[config.mk]
export PLATFORM = sky130hd
export DESIGN_NAME = dmem_arbiter
export DESIGN_NICKNAME = d
export VERILOG_FILES = /design/src/rtl/dmem_arb_pkg.sv /design/src/rtl/dmem_arb_rr.sv /design/src/rtl/dmem_arbiter.sv
export SDC_FILE = /design/constraint.sdc
export NUM_CORES = 1
export LEC_CHECK = 0
export CORE_MARGIN = 5
export CORE_UTILIZATION = 21
export DETAILED_ROUTE_END_ITERATION = 6
export PLACE_DENSITY = 0.92
export SETUP_SLACK_MARGIN = 0.3
export SLEW_MARGIN = 0
export SYNTH_ARGS = -nofsm -noshare
export SYNTH_HDL_FRONTEND = slang
export SYNTH_HIERARCHICAL = 1
export SYNTH_SLANG_ARGS = --single-unit
[constraint.sdc]
create_clock -name clk -period 4.3 [get_ports clk]
set_input_delay 0.86 -clock clk [delete_from_list [all_inputs] [get_ports clk]]
set_output_delay 0.86 -clock clk [all_outputs]
set_load 0.005 [all_outputs]
[src/rtl/dmem_arb_pkg.sv]
// -----------------------------------------------------------------------------
// dmem_arb_pkg
// Shared types and constants for the two-port data-memory arbiter.
//   arb_state_e : arbiter FSM states (IDLE, LOCK0, LOCK1)
//   req_idx_t   : requester index (0 = processor, 1 = debug/DMA)
//   DEF_AW/DW   : default address / data widths
//   LOCK_CNT_W  : width of the locked-grant counter (LOCK_MAX range 1..15)
// -----------------------------------------------------------------------------
package dmem_arb_pkg;

    typedef enum logic [1:0] {
        IDLE  = 2'd0,
        LOCK0 = 2'd1,
        LOCK1 = 2'd2
    } arb_state_e;

    typedef logic req_idx_t;

    localparam int DEF_AW     = 8;
    localparam int DEF_DW     = 8;
    localparam int LOCK_CNT_W = 4;

endpackage

[src/rtl/dmem_arb_rr.sv]
// -----------------------------------------------------------------------------
// dmem_arb_rr
// Two-way round-robin pick. A lone requester always wins; on a tie the
// requester that was NOT granted last wins.
// Ports:
//   i_reqs     : request vector {m1, m0}
//   i_last_gnt : index of the most recently granted requester
//   o_gnt      : one-hot grant {m1, m0}, all-zero when nobody requests
// -----------------------------------------------------------------------------
module dmem_arb_rr
    import dmem_arb_pkg::*;
(
    input  logic [1:0] i_reqs,
    input  req_idx_t   i_last_gnt,
    output logic [1:0] o_gnt
);

    always_comb begin
        o_gnt = 2'b00;
        case (i_reqs)
            2'b01:   o_gnt = 2'b01;
            2'b10:   o_gnt = 2'b10;
            2'b11:   o_gnt = i_last_gnt ? 2'b01 : 2'b10;
            default: o_gnt = 2'b00;
        endcase
    end

endmodule

[src/rtl/dmem_arbiter.sv]
// -----------------------------------------------------------------------------
// dmem_arbiter
// Arbitrates a single-port data memory between a processor (m0) and a
// debug/DMA master (m1). One access is issued per cycle; reads return data
// exactly one cycle after the grant.
//
// Configuration macro: DMEM_ARB_LOCK_EN
//   defined   : requesters may hold ownership with mN_lock for up to LOCK_MAX
//               consecutive grants while the other side is waiting.
//   undefined : mN_lock is ignored, pure per-cycle round-robin.
//
// Ports:
//   clk, rst (async, active-low)
//   mN_req/we/lock/addr/wdata : requester N access request (N = 0, 1)
//   mN_gnt                    : access issued this cycle (combinational)
//   mN_rvalid/rdata           : read return, one cycle after a granted read
//   data_mem_*_o              : memory strobes, address and write data
//   data_mem_rd_data_i        : memory read data, one cycle after rd_enb
// -----------------------------------------------------------------------------
module dmem_arbiter
    import dmem_arb_pkg::*;
#(
    parameter int AW       = DEF_AW,
    parameter int DW       = DEF_DW,
    parameter int LOCK_MAX = 4
) (
    input  logic          clk,
    input  logic          rst,

    input  logic          m0_req,
    input  logic          m0_we,
    input  logic          m0_lock,
    input  logic [AW-1:0] m0_addr,
    input  logic [DW-1:0] m0_wdata,
    output logic          m0_gnt,
    output logic          m0_rvalid,
    output logic [DW-1:0] m0_rdata,

    input  logic          m1_req,
    input  logic          m1_we,
    input  logic          m1_lock,
    input  logic [AW-1:0] m1_addr,
    input  logic [DW-1:0] m1_wdata,
    output logic          m1_gnt,
    output logic          m1_rvalid,
    output logic [DW-1:0] m1_rdata,

    output logic          data_mem_rd_enb_o,
    output logic          data_mem_wr_enb_o,
    output logic [AW-1:0] data_mem_addr_o,
    output logic [DW-1:0] data_mem_wr_data_o,
    input  logic [DW-1:0] data_mem_rd_data_i
);

    // r_run holds grants off until the first rising edge after reset release.
    logic       r_run;
    req_idx_t   r_last_gnt;
    logic [1:0] r_rvalid;
    logic [1:0] w_reqs;
    logic [1:0] w_rr_gnt;
    logic [1:0] w_gnt;

    assign w_reqs = {m1_req, m0_req} & {2{r_run}};

    dmem_arb_rr u_rr (
        .i_reqs     (w_reqs),
        .i_last_gnt (r_last_gnt),
        .o_gnt      (w_rr_gnt)
    );

`ifdef DMEM_ARB_LOCK_EN
    localparam logic [LOCK_CNT_W-1:0] LOCK_MAX_C = LOCK_CNT_W'(LOCK_MAX);

    arb_state_e            r_state;
    arb_state_e            w_state_nxt;
    logic [LOCK_CNT_W-1:0] r_lock_cnt;
    logic [LOCK_CNT_W-1:0] w_lock_cnt_nxt;
    logic [1:0]            w_lock;
    logic                  w_own;
    logic                  w_hold;

    assign w_lock = {m1_lock, m0_lock};

    always_ff @(posedge clk or negedge rst) begin
        if (!rst) begin
            r_state    <= IDLE;
            r_lock_cnt <= '0;
        end else begin
            r_state    <= w_state_nxt;
            r_lock_cnt <= w_lock_cnt_nxt;
        end
    end

    // A locked owner keeps the grant while it requests, unless its budget is
    // spent and the other side is waiting. Any release cycle arbitrates like
    // IDLE so no cycle is lost; since the owner was granted last, the
    // round-robin pick hands the memory to the waiting requester.
    always_comb begin
        w_gnt          = w_rr_gnt;
        w_state_nxt    = IDLE;
        w_lock_cnt_nxt = '0;
        w_own          = (r_state == LOCK1);
        w_hold         = 1'b0;

        if (r_state != IDLE) begin
            w_hold = w_reqs[w_own] &&
                     !((r_lock_cnt == LOCK_MAX_C) && w_reqs[~w_own]);
        end

        if (w_hold) begin
            w_gnt = w_own ? 2'b10 : 2'b01;
            if (w_lock[w_own]) begin
                w_state_nxt    = r_state;
                // Saturate: with nobody else waiting the owner may continue.
                w_lock_cnt_nxt = (r_lock_cnt == LOCK_MAX_C) ? r_lock_cnt
                                                            : r_lock_cnt + 1'b1;
            end
        end else if (w_rr_gnt[0] && m0_lock) begin
            w_state_nxt    = LOCK0;
            w_lock_cnt_nxt = LOCK_CNT_W'(1);
        end else if (w_rr_gnt[1] && m1_lock) begin
            w_state_nxt    = LOCK1;
            w_lock_cnt_nxt = LOCK_CNT_W'(1);
        end
    end
`else
    localparam int lock_max_unused = LOCK_MAX;
    logic w_unused_lock;

    assign w_unused_lock = m0_lock ^ m1_lock;
    assign w_gnt         = w_rr_gnt;
`endif

    always_ff @(posedge clk or negedge rst) begin
        if (!rst) begin
            r_run      <= 1'b0;
            r_last_gnt <= 1'b1;
            r_rvalid   <= 2'b00;
        end else begin
            r_run <= 1'b1;
            if (|w_gnt) begin
                r_last_gnt <= w_gnt[1];
            end
            r_rvalid <= w_gnt & ~{m1_we, m0_we};
        end
    end

    assign m0_gnt    = w_gnt[0];
    assign m1_gnt    = w_gnt[1];
    assign m0_rvalid = r_rvalid[0];
    assign m1_rvalid = r_rvalid[1];
    assign m0_rdata  = r_rvalid[0] ? data_mem_rd_data_i : '0;
    assign m1_rdata  = r_rvalid[1] ? data_mem_rd_data_i : '0;

    always_comb begin
        data_mem_rd_enb_o  = 1'b0;
        data_mem_wr_enb_o  = 1'b0;
        data_mem_addr_o    = '0;
        data_mem_wr_data_o = '0;
        if (w_gnt[0]) begin
            data_mem_rd_enb_o  = ~m0_we;
            data_mem_wr_enb_o  = m0_we;
            data_mem_addr_o    = m0_addr;
            data_mem_wr_data_o = m0_wdata;
        end else if (w_gnt[1]) begin
            data_mem_rd_enb_o  = ~m1_we;
            data_mem_wr_enb_o  = m1_we;
            data_mem_addr_o    = m1_addr;
            data_mem_wr_data_o = m1_wdata;
        end
    end

endmodule

==> results.md <==
- NetSw: 0.0496 mW
- HP Class: register to register
- Worst reg2reg startpoint: r_last_gnt
- First-pass GRT wire length: 3670 um
- Detailed Route Iter0 Violations: 14
- Worst-margin pin slew: 0.553 ns
- CORE AREA: 0.00217 mm^2
- Async set-or-reset flop fraction in the synthesized netlist: 1.00
- Commonest cells post-synth: 18 x and2_1, 16 x a22o_1, 3 x dfrtp_1
- Main area contributors after synthesis: a22o_1 30%, and2_1 24%, dfrtp_1 16%
- Clk buf depth: 2
- Comb power frac: 0.537
- Largest net degree at the start of global routing: 17
- Pint: 0.157 mW
- Static Leak: 0.545 nW
- VDD IR max: 0.000114 V
- Worst setup margin: 0.556 ns
- CTS tree: built
- XOR/XNOR share of the synthesized area: 0
- Final Power: 0.206 mW
- Initial Util: 0.217
- H-tree depth: 1
- Num CTS Buffers: 3
- Chip height: 57.3 um
- DRT antenna net count: 0
- Clk sink count: 4
- Post-synthesis register bit count: 4
- Number of port buffers: 83
- Mux cell area share after synthesis: 0
- Compound-gate portion of the synthesized area: 0.372
- Post-route minimum period: 3.74 ns
- DP HPWL: 2180 um
- Post-synthesis cell type count: 18
- RePlAce Congestion: 0.856
- HP Start: r_last_gnt
- Share of layout cells above drive strength 1: 0.0643
- CTS Hold Bufs: 0
- Syn Nets: 103
- WP data required: 3.44 ns
- Number of synthesized flops with an enable pin: 0
- Power per standard cell area: 153 mW/mm^2
- Die W: 57.3 um
- Vias in the first global route: 756
- RSZ-0062 raised after global routing: false
- Die ar.: 0.00329 mm^2
- Post-route cell area: 0.00135 mm^2
- WS Path Type: input port to primary output
- Sw Share: 0.241
- Fin util: 0.621
- Fin Setup TNS: 0 ns
- Slew Limit Fails: 0
- Clock Tree Root: clkbuf_4
- Worst slack at placement: 0.528 ns
- Post-DR wirelength/cell: 14.5 um
- Gr usage total: 0.144
- Num rows: 17
- Area of placed instances: 0.00132 mm^2
- Crit path max fanout: 12
- Post-Syn Instances: 55
- Most common cell in the netlist: and2_1
- Syn avg cell area: 8.55 um^2
- Clk_lat worst skew: 0.24 ns
- Final period util: 0.871
- Fmax: 0.267 GHz
- Register area share after synthesis: 0.215
- Grt ovf: 0
- Post-synthesis simple-gate area fraction: 0.314
- Clock power share: 0.249
- Syn. warnings: 6
- Worst slew margin: 0.629
- Post-CTS setup buffer count: 0
- Clock-pin slew on the worst setup and hold paths: 0.04 ns
- Diode count: 0
- Cell taking the most area after synthesis: a22o_1
- Adder-cell share of the synthesized area: 0
- Reg power frac: 0.214
- Post-synth top area share: 0.298
- I/O pin cnt: 86
- Status: completed
- Cell Area, Synth: 470 um^2
- WP data arrival: 2.88 ns
- Routed wire length: 2440 um
- Ys flop type: dfrtp_1
- Maxcap violations: 0
- Critical path launch point type: input port
- Residual DRC: 0
- Via count: 756
- Clk_skew: 0.00445 ns
- Final hold violation count: 0
- Initial antenna violation count: 0
- Final net count: 189
- Finish-stage setup viols: 0
- Area Growth Syn to Fin: 186%
- PostCTS Resize Cnt: 0
- CP Launch Point: m0_req
- Avg Vias per Cell: 4.50
- Critical path capture point type: primary output
- Pre-antenna DRT Iters: 2
- Largest family of logic cells by synthesized area: compound AO/OA/AOI/OAI gates
==> cell type report <==
| class | count | area (um^2) |
|---|---|---|
| flip-flops and latches | 4 | 101 |
| inverters | 2 | 7.51 |
| repair buffers | 85 | 846 |
| multi-input cells | 45 | 330 |
| clock buffers | 4 | 26.3 |
| well taps | 28 | 35.0 |
| fillers | 196 | 823 |
==> power groups by stage <==
| stage | Clock, mW | Combinational [mW] | Sequential, mW |
|---|---|---|---|
| global route | 0.0539 | 0.119 | 0.0448 |
| CTS | 0.0543 | 0.112 | 0.0442 |
| detailed placement | 0 | 0.112 | 0.0447 |
| floorplan | 0 | 0.0310 | 0.0439 |
| global placement | 0 | 0.109 | 0.0444 |
| finish | 0.0514 | 0.111 | 0.0441 |
==> sequential cells by signal, summed over array words and instances, names as in the netlist <==
register,cells
r_rvalid,2
r_run,1
r_last_gnt,1
==> metal layers <==
| metal | wire (um) | track usage | share of wire |
|---|---|---|---|
| met5 | 0 | 0 | 0 |
| met4 | 0 | 0.0497 | 0 |
| met1 | 949 | 0.159 | 0.39 |
| met3 | 250 | 0.0385 | 0.10 |
| met2 | 1240 | 0.263 | 0.51 |
==> worst max-delay path, cell delays in order <==
cell and delay [ns]:
clkdlybuf4s50_1 0.46, and2_1 0.13, a21boi_2 0.47, buf_4 0.28, a22o_1 0.16, clkdlybuf4s50_1 0.51
==> logic make-up (layout without fill, tap and decap cells) <==
kind of cell           count (synthesis)  in the layout
other                                  1              1
buffers and inverters                  6             91
flip-flops                             4              4
AO/OA/AOI/OAI                         21             21
AND/OR/NAND/NOR                       23             23
==> cells in the final DEF, fill, tap and decap left out <==
cell type | netlist | routed
a21boi_2 | 0 | 1
and2b_1 | 1 | 1
nor2b_1 | 1 | 1
conb_1 | 1 | 1
and2_1 | 18 | 18
a22o_1 | 16 | 16
inv_2 | 1 | 1
buf_4 | 1 | 2
clkbuf_1 | 0 | 1
a21o_1 | 2 | 2
clkdlybuf4s50_1 | 0 | 83
clkbuf_4 | 0 | 3
inv_1 | 1 | 1
nor2b_4 | 1 | 1
dfstp_2 | 1 | 1
dfrtp_1 | 3 | 3
a21boi_0 | 1 | 1
nand2_1 | 2 | 2
o21ai_1 | 1 | 1
==> path summary, 6_finish.rpt <==
kind                                    endpoint  slack (ns)  cells past startpoint
hold reg to reg                       r_last_gnt        0.53                      1
min in group asynchronous            r_rvalid[0]        0.82                      1
max in group asynchronous             r_last_gnt        3.24                      1
setup reg to reg                      r_last_gnt        2.97                      4
hold / removal                        r_last_gnt        0.53                      1
setup / recovery           data_mem_wr_data_o[2]        0.56                      6
==> stage by stage <==
stage | cells | hold WS, ns
floorplan | 55 | 0.519
global placement | 164 | 0.525
detailed placement | 164 | 0.534
CTS | 168 | 0.539
global route | 168 | 0.553
finish | 168 | 0.534
Note: power is estimated with default switching activity, not from simulation.
